### config.mk
export PLATFORM = sky130hd
export DESIGN_NAME = drawing_arbiter
export DESIGN_NICKNAME = d
export VERILOG_FILES = /design/src/rtl/drawing_arbiter_pkg.sv /design/src/rtl/drawing_arb_pick.sv /design/src/rtl/drawing_arbiter.sv
export SDC_FILE = /design/constraint.sdc
export NUM_CORES = 1
export LEC_CHECK = 0
export ABC_AREA = 1
export CAP_MARGIN = 20
export CORE_AREA = 2 2 136 138
export DETAILED_ROUTE_END_ITERATION = 16
export DIE_AREA = 0 0 138 140
export GPL_TIMING_DRIVEN = 1
export PLACE_DENSITY = 0.69
export REMOVE_ABC_BUFFERS = 1
export SLEW_MARGIN = 40
export SYNTH_ARGS = -nofsm -noshare
export SYNTH_HDL_FRONTEND = slang
export SYNTH_SLANG_ARGS = --single-unit
### constraint.sdc
create_clock -name clk -period 1.3 [get_ports clk]
set_input_delay 0.26 -clock clk [delete_from_list [all_inputs] [get_ports clk]]
set_output_delay 0.26 -clock clk [all_outputs]
set_load 0.02 [all_outputs]
### src/rtl/drawing_arbiter_pkg.sv
// +----------------------------------------------------------------------------+
// | Module   : drawing_defs (package)                                          |
// | Brief    : Shared FSM encodings, lock limit and clog2 helper for the        |
// |            drawing-engine memory arbiter.                                   |
// | Revision : 1.0 - initial release                                           |
// +----------------------------------------------------------------------------+
`default_nettype none

package drawing_defs;

    typedef enum logic [1:0] {
        IDLE    = 2'd0,
        BUSY    = 2'd1,
        RECOVER = 2'd2
    } state_t;

    localparam int LOCK_MAX = 16;

    // Minimum of 1 bit so a 2-channel arbiter still has a usable grant index.
    function automatic int clog2(input int n);
        int r;
        r = 1;
        for (int i = 1; i < 16; i++) begin
            if ((1 << i) < n) r = i + 1;
        end
        return r;
    endfunction

endpackage

`default_nettype wire

### src/rtl/drawing_arb_pick.sv
// +----------------------------------------------------------------------------+
// | Module   : drawing_arb_pick                                                |
// | Brief    : Combinational winner search: lowest index in fixed mode, or     |
// |            first active request after the pointer in round-robin mode.     |
// | Revision : 1.0 - initial release                                           |
// +----------------------------------------------------------------------------+
`default_nettype none

module drawing_arb_pick #(
    parameter int NCH = 4,
    parameter int GW  = 2
) (
    input  logic [NCH-1:0] req,
    input  logic [GW-1:0]  ptr,
    input  logic           mode,
    output logic [GW-1:0]  winner,
    output logic           valid
);

    logic [GW-1:0] w_idx;

    always_comb begin
        winner = '0;
        valid  = 1'b0;
        w_idx  = '0;
        for (int k = 0; k < NCH; k++) begin
            w_idx = mode ? GW'((int'(ptr) + 1 + k) % NCH) : GW'(k);
            if (!valid && req[w_idx]) begin
                winner = w_idx;
                valid  = 1'b1;
            end
        end
    end

endmodule

`default_nettype wire

### src/rtl/drawing_arbiter.sv
// +----------------------------------------------------------------------------+
// | Module   : drawing_arbiter                                                 |
// | Brief    : N-channel arbiter merging drawing-engine requesters onto the    |
// |            de_* memory port with a registered forward path.                |
// |            Optional grant lock enabled by DRAWING_ARB_LOCK_EN.             |
// | Revision : 1.0 - initial release                                           |
// +----------------------------------------------------------------------------+
`default_nettype none

module drawing_arbiter
    import drawing_defs::*;
#(
    parameter int NCH = 4,
    parameter int AW  = 18,
    parameter int DW  = 32,
    parameter int NBW = 4,
    parameter int RR  = 0
) (
    input  logic               clk,
    input  logic               rst,
`ifdef DRAWING_ARB_LOCK_EN
    input  logic [NCH-1:0]     lock,
`endif
    input  logic [NCH-1:0]     req,
    output logic [NCH-1:0]     ack,
    input  logic [NCH-1:0]     rnw,
    input  logic [NCH*AW-1:0]  addr,
    input  logic [NCH*NBW-1:0] nbyte,
    input  logic [NCH*DW-1:0]  data,
    output logic [DW-1:0]      rd_data,
    output logic               de_req,
    input  logic               de_ack,
    output logic               de_rnw,
    output logic [AW-1:0]      de_addr,
    output logic [NBW-1:0]     de_nbyte,
    output logic [DW-1:0]      de_data,
    input  logic [DW-1:0]      de_rd_data
);

    localparam int   c_gw      = clog2(NCH);
    localparam logic c_rr_mode = (RR != 0);

    state_t          r_state;
    state_t          w_next_state;
    logic [c_gw-1:0] r_grant;
    logic [c_gw-1:0] r_ptr;
    logic            r_de_req;
    logic            r_de_rnw;
    logic [AW-1:0]   r_de_addr;
    logic [NBW-1:0]  r_de_nbyte;
    logic [DW-1:0]   r_de_data;
    logic [NCH-1:0]  w_ack;

    logic [c_gw-1:0] w_pick_idx;
    logic            w_pick_valid;
    logic [c_gw-1:0] w_sel;
    logic            w_sel_valid;
    logic            w_use_lock;

    logic [AW-1:0]   w_addr_a  [NCH];
    logic [NBW-1:0]  w_nbyte_a [NCH];
    logic [DW-1:0]   w_data_a  [NCH];

    for (genvar i = 0; i < NCH; i++) begin : g_unpack
        assign w_addr_a[i]  = addr[i*AW +: AW];
        assign w_nbyte_a[i] = nbyte[i*NBW +: NBW];
        assign w_data_a[i]  = data[i*DW +: DW];
    end

    drawing_arb_pick #(
        .NCH (NCH),
        .GW  (c_gw)
    ) u_pick (
        .req    (req),
        .ptr    (r_ptr),
        .mode   (c_rr_mode),
        .winner (w_pick_idx),
        .valid  (w_pick_valid)
    );

`ifdef DRAWING_ARB_LOCK_EN
    logic       r_lock_pend;
    logic [4:0] r_lock_cnt;

    // A locked channel is re-granted only while it still requests and the run limit is not hit.
    assign w_use_lock = r_lock_pend && req[r_grant] && (r_lock_cnt < 5'(LOCK_MAX));

    always_ff @(posedge clk) begin
        if (rst) begin
            r_lock_pend <= 1'b0;
            r_lock_cnt  <= 5'd0;
        end else begin
            if (r_state == BUSY && de_ack) r_lock_pend <= lock[r_grant];
            if (r_state == IDLE && w_sel_valid)
                r_lock_cnt <= w_use_lock ? r_lock_cnt + 5'd1 : 5'd0;
        end
    end
`else
    assign w_use_lock = 1'b0;
`endif

    assign w_sel       = w_use_lock ? r_grant : w_pick_idx;
    assign w_sel_valid = w_use_lock | w_pick_valid;

    always_ff @(posedge clk) begin
        if (rst) r_state <= IDLE;
        else     r_state <= w_next_state;
    end

    always_comb begin
        w_next_state = r_state;
        w_ack        = '0;
        unique case (r_state)
            IDLE:    if (w_sel_valid) w_next_state = BUSY;
            BUSY: begin
                if (de_ack) begin
                    w_next_state   = RECOVER;
                    w_ack[r_grant] = 1'b1;
                end
            end
            RECOVER: w_next_state = IDLE;
            default: w_next_state = IDLE;
        endcase
    end

    always_ff @(posedge clk) begin
        if (rst) begin
            r_grant    <= '0;
            r_ptr      <= c_gw'(NCH - 1);
            r_de_req   <= 1'b0;
            r_de_rnw   <= 1'b1;
            r_de_addr  <= '0;
            r_de_nbyte <= '0;
            r_de_data  <= '0;
        end else begin
            r_de_req <= (w_next_state == BUSY);
            if (r_state == IDLE && w_sel_valid) begin
                r_grant    <= w_sel;
                r_de_rnw   <= rnw[w_sel];
                r_de_addr  <= w_addr_a[w_sel];
                r_de_nbyte <= w_nbyte_a[w_sel];
                r_de_data  <= w_data_a[w_sel];
            end
            // Pointer advances only on completion, so an aborted grant does not cost a turn.
            if (r_state == BUSY && de_ack) r_ptr <= r_grant;
        end
    end

    assign ack      = w_ack;
    assign rd_data  = de_rd_data;
    assign de_req   = r_de_req;
    assign de_rnw   = r_de_rnw;
    assign de_addr  = r_de_addr;
    assign de_nbyte = r_de_nbyte;
    assign de_data  = r_de_data;

endmodule

`default_nettype wire

==> impl_metrics.tcl <==
set metrics [dict create \
    setup_ws_ps -145 \
    hold_viol 0 \
    fin_setup_tns_ps -529 \
    drtIter0Drc 406 \
    period_share_pct 111 \
    ys_types 17 \
    holdWs_ps 361 \
    ys_seq_area_share_pct 22.1 \
    firstDrtPassIters 5 \
    final_nets 1530 \
    startpoint_type "flop" \
    reg2reg_slack_ps -20 \
    rsz0062_at_grt "true" \
    cts_tree "done" \
    start_util_pct 30.5 \
    placed_cell_area_mm2 0.00835 \
    route.detailed.drc 0 \
    fin_crit_ps 1440 \
    grt_pass1_vias 6589 \
    area_growth_pct 71.0 \
    die_x_um 138 \
    ys_ff_latch 60 \
    htree_levels 3 \
    via_per_inst 4.63 \
    clk_pin_slew_ps 50 \
    slew_viol_final 0 \
    setup_viol 10 \
    slowest_stage "dfxtp_2" \
    ant_nets 0 \
    crit_chain "inv_2 > nor2_4 > nand2_4 > nor3_2 > buf_4" \
    overflow 0 \
    gp_congestion 0.825 \
    hold_path_class "in2reg" \
    worstSetupEndpointType "primary output" \
    crit_type "reg2out" \
    critical_path_buf_inv_count 2 \
    final_core_util_pct 52.2 \
    finalInstanceArea_mm2 0.00928 \
    hold_end "r_grant[0]" \
    hold_buffers 0 \
    fp-row-count 49 \
    finalClockSkew_ps 6.01 \
    dieArea_mm2 0.0193 \
    p_total_mw 7.85 \
    cts_root_buf "clkbuf_16" \
    cts_buffers 9 \
    port_buffers 286 \
    startpoint "r_state[0]" \
    violations "negative setup slack" \
    cts_sinks 60 \
    hpwl_um 15300 \
    wl_per_cell_um 15.5 \
    num_vias 6967 \
    antenna_found_initial 0 \
    status "complete, but fails checks" \
    die_y_um 140 \
    peakVddDrop_v 0.000530 \
    r2r_cells 9 \
    netlist_area_mm2 0.00543 \
    cap_violations 0 \
    slew-limit-headroom_pct 79.7 \
    wl_um 23200 \
    arrival_ps 1180 \
    crit_fanout 5 \
    tightest_slew_ps 304 \
    regToRegStartpoint "r_state[1]" \
    synthCells 1013 \
    syn_avg_cell_area_um2 5.36 \
    p_per_area_mw_per_mm2 845 \
    core_area_mm2 0.0178 \
    grt_max_degree 42 \
    cellLeakagePower_nw 5.26 \
    crit_required_ps 1040 \
    grt_pass1_wl_um 34500 \
    ioPinCount 351 \
    ys_warn_count 0 \
    hold_start "rst" \
    regToRegEndpoint "de_data[27]" \
    antenna_cells 0 \
    drive_above_1_share_pct 8.94 \
    cp_top_family "flip-flops" \
    min_path_cells 3 \
    clockBufferDepth 2 \
    grtUsageTotal_pct 22.4 \
    slowest_delay_ps 340 \
    fmax_ghz 0.692 \
    worstSkewPairLatency_ps 320 \
]
## report_power, final
part | switching (mW) | internal [mW] | leakage (nW)
clock | 0.835 | 1.38 | 0.135
sequential | 0.119 | 2.08 | 0.501
combinational | 1.69 | 1.74 | 4.62
total | 2.65 | 5.20 | 5.26
## cells in the mapped netlist
cell,number,share of area [%]
buf_2,35,3.2
buf_6,6,1.2
o21ai_1,1,0.092
nand3_1,272,25
nand3b_1,2,0.28
a211oi_2,1,0.23
clkbuf_1,9,0.62
inv_1,280,19
nor2_1,115,8.0
nand2_1,171,12
a21oi_1,3,0.28
inv_2,1,0.069
buf_4,49,6.8
a211oi_1,1,0.14
nand2_2,3,0.35
dfxtp_1,60,22
nor3_1,4,0.37
## stage by stage
stage / setup WS [ps] / std cells
3_5_place_dp: -645 / 1458
6_report: -145 / 1504
2_1_floorplan: -2760 / 914
4_1_cts: -192 / 1491
3_3_place_gp: -610 / 1458
5_1_grt: -195 / 1504
## placed cells by master, fill, tap and decap left out, types with 7 or more instances in the layout
cell / n
buf_12: 15
buf_16: 11
buf_4: 23
clkbuf_16: 19
clkbuf_2: 7
clkdlybuf4s15_1: 19
clkdlybuf4s50_1: 221
dfxtp_1: 57
dlygate4sd2_1: 31
inv_1: 276
nand2_1: 169
nand3_1: 270
nor2_1: 110
## layout make-up
class	instances	area [um^2]
clock buffers	13	260
clock inverters	2	10.0
fillers	1834	8500
inverters	281	1070
multi-input cells	574	2640
flip-flops and latches	60	1200
well taps	229	287
repair buffers	345	3820
## metal layers
metal	routed length (um)	vias up	part of all wire, %	global-route usage [%]
met4	688	2	3.0	7.68
met5	86	-	0.37	4.01
met3	2230	52	9.6	8.48
met1	9820	3093	42	27.5
li1	-	3486	-	-
met2	10400	334	45	35.7
## cell families (layout without fill, tap and decap cells)
kind of cell           count (synthesis)  after routing  synth area share [%]
AO/OA/AOI/OAI                          6              6                 0.737
buffers and inverters                380            641                  31.3
flip-flops                            60             60                  22.1
AND/OR/NAND/NOR                      567            568                  45.8
## flip-flops by register name (all words and copies together) (netlist names)
register	count
de_addr	18
de_data	32
de_nbyte	4
de_req	1
de_rnw	1
r_grant	2
r_state	2
## how the worst max path moves through the flow
| stage | cells past startpoint | to |
|---|---|---|
| CTS | 5 | ack[2] |
| detailed placement | 4 | ack[3] |
| finish | 5 | ack[1] |
| global route | 5 | ack[1] |
| floorplan | 6 | de_addr[0] |
| global placement | 11 | de_data[11] |
## worst reg2reg max path, stage by stage (launching register included)
cell	delay, ps
dfxtp_1	380
nor2_2	70
nand2_2	130
clkinv_8	100
buf_6	130
buf_16	140
nor2_1	110
nor2_1	50
nand2_1	60
inv_1	30
## timing repair
action / 4_1_cts / 5_1_grt
buffers inserted: 10 / 3
pin swaps: 7 / 3
gates resized for setup: 124 / 45
endpoints found under the setup margin: 117 / 85
cloned: 8 / 11
(Power assumes the default switching activity.)
